[src/rtl/imuldiv_div_frontend_pkg.sv]
`default_nettype none
// +----------------------------------------------------------------------+
// | imuldiv_div_frontend_pkg - divide fn codes, divider fn, FIFO tag type  |
// | Revision: 1.0                                                          |
// +----------------------------------------------------------------------+
package imuldiv_div_frontend_pkg;

  typedef enum logic [1:0] {
    IMULDIV_DIVFN_DIV  = 2'd0,
    IMULDIV_DIVFN_DIVU = 2'd1,
    IMULDIV_DIVFN_REM  = 2'd2,
    IMULDIV_DIVFN_REMU = 2'd3
  } divfn_e;

  localparam logic        IMULDIV_DIVREQ_SIGNED   = 1'b1;
  localparam logic        IMULDIV_DIVREQ_UNSIGNED = 1'b0;
  localparam logic [31:0] IMULDIV_DIVZERO_QUOT    = 32'hFFFF_FFFF;

  typedef struct packed {
    logic        bypass;
    logic        rem_sel;
    logic [31:0] data;
  } divtag_t;

  // Divide-by-zero result: all-ones quotient, dividend as remainder.
  function automatic logic [31:0] bypass_data(input divfn_e fn, input logic [31:0] dividend);
    logic [31:0] data;
    data = IMULDIV_DIVZERO_QUOT;
    case (fn)
      IMULDIV_DIVFN_REM, IMULDIV_DIVFN_REMU: data = dividend;
      default:                               data = IMULDIV_DIVZERO_QUOT;
    endcase
    return data;
  endfunction

endpackage
`default_nettype wire

[src/rtl/imuldiv_div_frontend_if.sv]
`default_nettype none
// +----------------------------------------------------------------------+
// | imuldiv_div_frontend_if - issue-side and divider-side handshakes        |
// | Revision: 1.0                                                          |
// +----------------------------------------------------------------------+
interface imuldiv_div_frontend_if;

  logic        req_val;
  logic        req_rdy;
  logic [1:0]  req_msg_fn;
  logic [31:0] req_msg_a;
  logic [31:0] req_msg_b;

  logic        divreq_val;
  logic        divreq_rdy;
  logic        divreq_msg_fn;
  logic [31:0] divreq_msg_a;
  logic [31:0] divreq_msg_b;

  logic        divresp_val;
  logic        divresp_rdy;
  logic [63:0] divresp_msg_result;

  logic        resp_val;
  logic        resp_rdy;
  logic [31:0] resp_msg_result;

  modport slave (
    input  req_val, req_msg_fn, req_msg_a, req_msg_b,
    output req_rdy,
    output divreq_val, divreq_msg_fn, divreq_msg_a, divreq_msg_b,
    input  divreq_rdy,
    input  divresp_val, divresp_msg_result,
    output divresp_rdy,
    output resp_val, resp_msg_result,
    input  resp_rdy
  );

  modport master (
    output req_val, req_msg_fn, req_msg_a, req_msg_b,
    input  req_rdy,
    input  divreq_val, divreq_msg_fn, divreq_msg_a, divreq_msg_b,
    output divreq_rdy,
    output divresp_val, divresp_msg_result,
    input  divresp_rdy,
    input  resp_val, resp_msg_result,
    output resp_rdy
  );

endinterface
`default_nettype wire

[src/rtl/imuldiv_tag_fifo.sv]
`default_nettype none
// +----------------------------------------------------------------------+
// | imuldiv_tag_fifo - in-order tag FIFO, wrap-bit pointers plus count     |
// | Revision: 1.0                                                          |
// +----------------------------------------------------------------------+
module imuldiv_tag_fifo #(
  parameter int WIDTH = 34,
  parameter int DEPTH = 2
) (
  input  logic             clk,
  input  logic             reset,
  input  logic             push_i,
  input  logic [WIDTH-1:0] push_data_i,
  input  logic             pop_i,
  output logic             full_o,
  output logic             empty_o,
  output logic [WIDTH-1:0] head_o
);

  localparam int AW = $clog2(DEPTH);
  localparam logic [AW:0] ONE = {{AW{1'b0}}, 1'b1};

  logic [AW:0]      wptr_q, wptr_d;
  logic [AW:0]      rptr_q, rptr_d;
  logic [AW:0]      count_q, count_d;
  logic [WIDTH-1:0] mem_q [DEPTH];
  logic             do_push;
  logic             do_pop;

  // Same index with differing wrap bits means the write side lapped the read side.
  assign full_o  = (wptr_q[AW] != rptr_q[AW]) && (wptr_q[AW-1:0] == rptr_q[AW-1:0]);
  assign empty_o = (count_q == '0);
  assign head_o  = mem_q[rptr_q[AW-1:0]];

  assign do_push = push_i && !full_o;
  assign do_pop  = pop_i && !empty_o;

  always_comb begin
    wptr_d  = wptr_q;
    rptr_d  = rptr_q;
    count_d = count_q;
    if (do_push) begin
      wptr_d = wptr_q + ONE;
    end
    if (do_pop) begin
      rptr_d = rptr_q + ONE;
    end
    case ({do_push, do_pop})
      2'b10:   count_d = count_q + ONE;
      2'b01:   count_d = count_q - ONE;
      default: count_d = count_q;
    endcase
  end

  always_ff @(posedge clk) begin
    if (reset) begin
      wptr_q  <= '0;
      rptr_q  <= '0;
      count_q <= '0;
    end else begin
      wptr_q  <= wptr_d;
      rptr_q  <= rptr_d;
      count_q <= count_d;
    end
  end

  always_ff @(posedge clk) begin
    if (do_push) begin
      mem_q[wptr_q[AW-1:0]] <= push_data_i;
    end
  end

endmodule
`default_nettype wire

[src/rtl/imuldiv_div_frontend.sv]
`default_nettype none
// +----------------------------------------------------------------------+
// | imuldiv_div_frontend - divide request decode, div-by-zero bypass, mux  |
// | Revision: 1.0                                                          |
// +----------------------------------------------------------------------+
module imuldiv_div_frontend
  import imuldiv_div_frontend_pkg::*;
#(
  parameter int DEPTH = 2
) (
  input  logic                   clk,
  input  logic                   reset,
  imuldiv_div_frontend_if.slave  div_if
);

  logic    is_bypass;
  logic    is_signed;
  logic    req_go;
  logic    resp_go;
  logic    fifo_full;
  logic    fifo_empty;
  divtag_t push_tag;
  divtag_t head_tag;

  assign is_bypass = (div_if.req_msg_b == '0);
  assign is_signed = !div_if.req_msg_fn[0];

  // A non-bypass accept and the divider request firing are one event.
  assign div_if.req_rdy    = !fifo_full && (is_bypass || div_if.divreq_rdy);
  assign div_if.divreq_val = div_if.req_val && !fifo_full && !is_bypass;
  assign req_go            = div_if.req_val && div_if.req_rdy;

  assign div_if.divreq_msg_fn = is_signed ? IMULDIV_DIVREQ_SIGNED : IMULDIV_DIVREQ_UNSIGNED;
  assign div_if.divreq_msg_a  = div_if.req_msg_a;
  assign div_if.divreq_msg_b  = div_if.req_msg_b;

  always_comb begin
    push_tag.bypass  = is_bypass;
    push_tag.rem_sel = div_if.req_msg_fn[1];
    push_tag.data    = '0;
    if (is_bypass) begin
      push_tag.data = bypass_data(divfn_e'(div_if.req_msg_fn), div_if.req_msg_a);
    end
  end

  imuldiv_tag_fifo #(
    .WIDTH ($bits(divtag_t)),
    .DEPTH (DEPTH)
  ) u_tag_fifo (
    .clk         (clk),
    .reset       (reset),
    .push_i      (req_go),
    .push_data_i (push_tag),
    .pop_i       (resp_go),
    .full_o      (fifo_full),
    .empty_o     (fifo_empty),
    .head_o      (head_tag)
  );

  // A bypass entry behind a pending divide stays blocked until that divide returns.
  assign div_if.resp_val    = !fifo_empty && (head_tag.bypass || div_if.divresp_val);
  assign div_if.divresp_rdy = !fifo_empty && !head_tag.bypass && div_if.resp_rdy;
  assign resp_go            = div_if.resp_val && div_if.resp_rdy;

  always_comb begin
    div_if.resp_msg_result = div_if.divresp_msg_result[31:0];
    if (head_tag.bypass) begin
      div_if.resp_msg_result = head_tag.data;
    end else if (head_tag.rem_sel) begin
      div_if.resp_msg_result = div_if.divresp_msg_result[63:32];
    end
  end

endmodule
`default_nettype wire

[src/flat_wrapper.sv]
// flat-port wrapper written by rule: the top's interface ports become plain ports
module imuldiv_div_frontend_flat import imuldiv_div_frontend_pkg::*;
#(
  parameter int DEPTH = 2
)
  (clk, reset, div_if_req_val, div_if_req_msg_fn, div_if_req_msg_a, div_if_req_msg_b, div_if_req_rdy, div_if_divreq_val, div_if_divreq_msg_fn, div_if_divreq_msg_a, div_if_divreq_msg_b, div_if_divreq_rdy, div_if_divresp_val, div_if_divresp_msg_result, div_if_divresp_rdy, div_if_resp_val, div_if_resp_msg_result, div_if_resp_rdy);
  imuldiv_div_frontend_if div_if_i ();
  input  logic clk;
  input  logic reset;
  input wire logic [$bits(div_if_i.req_val)-1:0] div_if_req_val;
  input wire logic [$bits(div_if_i.req_msg_fn)-1:0] div_if_req_msg_fn;
  input wire logic [$bits(div_if_i.req_msg_a)-1:0] div_if_req_msg_a;
  input wire logic [$bits(div_if_i.req_msg_b)-1:0] div_if_req_msg_b;
  output wire logic [$bits(div_if_i.req_rdy)-1:0] div_if_req_rdy;
  output wire logic [$bits(div_if_i.divreq_val)-1:0] div_if_divreq_val;
  output wire logic [$bits(div_if_i.divreq_msg_fn)-1:0] div_if_divreq_msg_fn;
  output wire logic [$bits(div_if_i.divreq_msg_a)-1:0] div_if_divreq_msg_a;
  output wire logic [$bits(div_if_i.divreq_msg_b)-1:0] div_if_divreq_msg_b;
  input wire logic [$bits(div_if_i.divreq_rdy)-1:0] div_if_divreq_rdy;
  input wire logic [$bits(div_if_i.divresp_val)-1:0] div_if_divresp_val;
  input wire logic [$bits(div_if_i.divresp_msg_result)-1:0] div_if_divresp_msg_result;
  output wire logic [$bits(div_if_i.divresp_rdy)-1:0] div_if_divresp_rdy;
  output wire logic [$bits(div_if_i.resp_val)-1:0] div_if_resp_val;
  output wire logic [$bits(div_if_i.resp_msg_result)-1:0] div_if_resp_msg_result;
  input wire logic [$bits(div_if_i.resp_rdy)-1:0] div_if_resp_rdy;
  assign div_if_i.req_val = div_if_req_val;
  assign div_if_i.req_msg_fn = div_if_req_msg_fn;
  assign div_if_i.req_msg_a = div_if_req_msg_a;
  assign div_if_i.req_msg_b = div_if_req_msg_b;
  assign div_if_req_rdy = div_if_i.req_rdy;
  assign div_if_divreq_val = div_if_i.divreq_val;
  assign div_if_divreq_msg_fn = div_if_i.divreq_msg_fn;
  assign div_if_divreq_msg_a = div_if_i.divreq_msg_a;
  assign div_if_divreq_msg_b = div_if_i.divreq_msg_b;
  assign div_if_i.divreq_rdy = div_if_divreq_rdy;
  assign div_if_i.divresp_val = div_if_divresp_val;
  assign div_if_i.divresp_msg_result = div_if_divresp_msg_result;
  assign div_if_divresp_rdy = div_if_i.divresp_rdy;
  assign div_if_resp_val = div_if_i.resp_val;
  assign div_if_resp_msg_result = div_if_i.resp_msg_result;
  assign div_if_i.resp_rdy = div_if_resp_rdy;
  imuldiv_div_frontend #(.DEPTH(DEPTH)) u_core (.clk(clk), .reset(reset), .div_if(div_if_i));
endmodule
[config.mk]
export PLATFORM = sky130hd
export DESIGN_NAME = imuldiv_div_frontend_flat
export DESIGN_NICKNAME = d
export VERILOG_FILES = /design/src/rtl/imuldiv_div_frontend_pkg.sv /design/src/rtl/imuldiv_div_frontend_if.sv /design/src/rtl/imuldiv_tag_fifo.sv /design/src/rtl/imuldiv_div_frontend.sv /design/src/flat_wrapper.sv
export SDC_FILE = /design/constraint.sdc
export NUM_CORES = 1
export LEC_CHECK = 0
export BUFFER_PORTS_ARGS = -buffer_cell sky130_fd_sc_hd__buf_2
export CAP_MARGIN = 20
export CORE_AREA = 2 2 84 127
export CTS_CLUSTER_SIZE = 40
export DETAILED_ROUTE_END_ITERATION = 10
export DIE_AREA = 0 0 86 129
export HOLD_SLACK_MARGIN = 0.1
export MAX_ROUTING_LAYER = met4
export PLACE_DENSITY = 0.79
export REMOVE_ABC_BUFFERS = 1
export SYNTH_ARGS = -nofsm -noshare
export SYNTH_HDL_FRONTEND = slang
export SYNTH_SLANG_ARGS = --single-unit
[constraint.sdc]
create_clock -name clk -period 8.83 [get_ports clk]
set_clock_uncertainty 0.1 [all_clocks]
set_input_delay 2.649 -clock clk [delete_from_list [all_inputs] [get_ports clk]]
set_output_delay 2.649 -clock clk [all_outputs]
set_load 0.05 [all_outputs]
==> results by group <==
Logic synthesis
  • Cell with the most instances after synthesis: edfxtp_1
  • Cells after Synth: 416
  • #FFs+latches synth: 75
  • Post-synth EDFFs: 68
  • Avg Cell Area, Syn: approximately 11 um^2
  • Ys flop type: edfxtp_1
  • Ys async rst share: 0
  • Mapped Area: ~4400 um^2
  • Sequential share of the synthesized area: 0.493
  • Top post-synthesis cells by count: 68 x edfxtp_1, 67 x buf_4, 63 x a21oi_1, 36 x inv_1, 35 x mux2i_1
  • Syn. warnings: 0
  • Largest cells by area after synthesis: edfxtp_1 46%, buf_4 11%, mux2i_1 7.9%, a21oi_1 7.1%, a211oi_1 5.8%
  • Cell taking the most area after synthesis: edfxtp_1
  • Yosys cell types: 36
  • Post-synth top area share: 0.462

CTS
  • Setup Fix Bufs, Post-CTS: 0
  • Clk sinks: 75
  • Buffer levels on the longest clock path: 2
  • CTS Root Cell: clkbuf_16
  • Cts repair resizes: 0
  • Count of hold-fix buffers inserted at cts: 0
  • CTS tree: yes
  • Max H-tree Level: 3
  • CTS buffer count: 9
  • Worst-path clk slew: roughly 0.06 ns
  • Worst-Skew Late Latency: roughly 0.32 ns

Critical path
  • RR Endpoint: u_core.u_tag_fifo.mem_q[1][28]$_DFFE_PP_
  • Worst Path Buf+Inv: 2
  • Crit path max fanout: 38
  • R2R depth: 4
  • WS Path Type: primary input to primary output
  • CP Depth: 6
  • Required time worst endpoint: approximately 6.1 ns
  • Worst Setup SP: div_if_req_msg_b[16]
  • Largest stage delay, worst path: approximately 0.66 ns
  • CP arrival: 4.46 ns
  • Crit-path leading delay family: simple AND/OR/NAND/NOR gates
  • Crit end category: primary output
  • Most Frequent Cell on Critical Path: buf_2
  • Cell Chain, Critical Path: buf_2, nor4_1, nand4_1, or2_2, a21oi_1, buf_2
  • CP Launch Type: primary input
  • Setup crit end: div_if_req_rdy
  • Reg-to-reg slack, setup: approximately 6.4 ns
  • Critical R2R Launch: u_core.u_tag_fifo.wptr_q[0]$_SDFFE_PP0P_
  • Slowest CP cell: or2_2

Drt
  • Routed Wire Length: roughly 10000 um
  • Drt wl/cell: between 10 and 15 um
  • Via count: about 3600
  • Vias per cell: slightly above 5
  • First DRT Iteration DRCs: 100
  • Routed Antenna Nets: 0
  • Pre-antenna DRT Iters: 4
  • DRC: 0

STA
  • RSZ-0062 raised after global routing: false
  • Max Slew Vio Count: 0
  • Final setup vio count: 0
  • Relative slew slack: 0.432
  • Max Fclk: ~140 MHz
  • Tcrit/Tclk final: 0.817
  • Fin crit period: ~7 ns
  • Least-Margin Pin Slew: roughly 0.85 ns
  • Setup TNS: 0 ns
  • Final hold viol count: 0

Floorplan
  • Die extent in x: ~86 um
  • Initial Utilization: 0.444
  • IO Pins: about 240
  • Die Y-Extent: around 130 um
  • Floorplan row count: 45
  • Die Area: ~11000 um^2
  • Core box area: roughly 10000 um^2

Final layout
  • Area grow syn2layout: 25.1%
  • Non-Filler Instances: about 700
  • Layout Utilization: 0.555
  • Layout cells sized above 1: 0.459
  • Final instance area: 5530 um^2
  • Nets: between 700 and 800
  • Area of the multi-input gates: ~1500 um^2
  • Fillers: 890
  • Register area: 2180 um^2

GRT
  • GR Overflow Total: 0
  • Vias in the first global route: roughly 3300
  • First-pass GRT wire length: approximately 15000 um
  • Largest net degree at the start of global routing: 67
  • All-Layer GR Usage: 0.179
  • Antenna violations before repair: 1

Placed design
  • Dpl cell area: ~5200 um^2
  • Post-Place Cells: just under 700
  • GP Congestion: around 0.94
  • Dpl hpwl: 7430 um
  • Port Buffers: 236

Run status
  • Outcome: completed

Power
  • P_leak: between 2 and 3 nW
  • Peak supply drop: around 150 uV
  • Pwr/cell area: 249 nW/um^2

Run
  • MaxCap Viol Count: 0

Min path
  • Hold Crit Class: flop to flop
[logic make-up after synthesis]
group                    synth area share
buffers and inverters               0.171
AO/OA/AOI/OAI                       0.150
flip-flops                          0.493
AND/OR/NAND/NOR                    0.0855
multiplexers                       0.0849
XOR/XNOR                           0.0119
adder cells (fa/ha/maj)           0.00283
[through the flow]
| step | setup WS [ns] | hold WS (ns) | total power [mW] |
|---|---|---|---|
| 2_1_floorplan | 0.975 | 0.347 | 0.805 |
| 5_1_grt | 1.46 | 0.448 | 1.45 |
| 4_1_cts | 1.59 | 0.412 | 1.39 |
| 3_3_place_gp | 1.62 | 0.362 | 1.00 |
| 6_report | 1.62 | 0.408 | 1.38 |
| 3_5_place_dp | 1.61 | 0.404 | 1.01 |
[routing by layer]
metal	part of all wire	track usage	vias up
met4	0.027	0.0952	0
li1	-	-	1760
met5	0	-	-
met3	0.077	0.0250	20
met1	0.33	0.165	1643
met2	0.57	0.345	184
[area by class of cell]
cell class                 count  area share
sequential                    75       0.395
multi-input combinational    216       0.276
timing repair buffer         241       0.220
clock buffer                  11      0.0439
tap                          117      0.0265
inverter                      36      0.0244
clock inverter                 5      0.0138
antenna                        1    0.000452
[registers in the layout, indices dropped and copies added, names as in the netlist, named ones only]
| register | count |
|---|---|
| u_core.u_tag_fifo.wptr_q | 2 |
| u_core.u_tag_fifo.mem_q | 68 |
| u_core.u_tag_fifo.rptr_q | 2 |
| u_core.u_tag_fifo.count_q | 2 |
[report_power, final]
group / internal (mW) / total (mW) / switching, mW
sequential: 0.419 / 0.434 / 0.0143
combinational: 0.155 / 0.565 / 0.410
clock: 0.253 / 0.379 / 0.126
[layout by cell type (no fill, tap or decap), drive strengths merged]
cell	count
buf	241
edfxtp	68
a21oi	66
inv	36
mux2i	36
a211oi	34
nor2b	33
clkbuf	11
nor4	9
nor2	7
dfxtp	7
o21ai	4
or2	3
nand4	3
xor2	3
xnor2	3
nor3	2
or3	2
bufinv	2
clkinv	2
diode	1
mux2	1
o211a	1
a21o	1
o21a	1
and3	1
o311ai	1
or4	1
nor3b	1
nand3b	1
o2111ai	1
ha	1
clkinvlp	1
[worst min-delay path by stage]
stage                                              startpoint                                   endpoint  slack (ns)  cells after the start
detailed placement  u_core.u_tag_fifo.count_q[1]$_SDFFE_PP0P_  u_core.u_tag_fifo.count_q[1]$_SDFFE_PP0P_        0.40                      2
global placement    u_core.u_tag_fifo.count_q[1]$_SDFFE_PP0P_  u_core.u_tag_fifo.count_q[1]$_SDFFE_PP0P_        0.36                      2
floorplan           u_core.u_tag_fifo.count_q[1]$_SDFFE_PP0P_  u_core.u_tag_fifo.count_q[1]$_SDFFE_PP0P_        0.35                      2
finish              u_core.u_tag_fifo.count_q[1]$_SDFFE_PP0P_  u_core.u_tag_fifo.count_q[1]$_SDFFE_PP0P_        0.41                      2
CTS                 u_core.u_tag_fifo.count_q[1]$_SDFFE_PP0P_  u_core.u_tag_fifo.count_q[1]$_SDFFE_PP0P_        0.41                      2
global route        u_core.u_tag_fifo.count_q[1]$_SDFFE_PP0P_  u_core.u_tag_fifo.count_q[1]$_SDFFE_PP0P_        0.45                      2
[worst register-to-register path, cell delays in order (launching register included)]
cell,delay (ns)
dfxtp_1,0.45
xor2_1,0.25
o21ai_2,0.22
a211oi_4,0.65
buf_4,0.46
(Power assumes the default switching activity.)
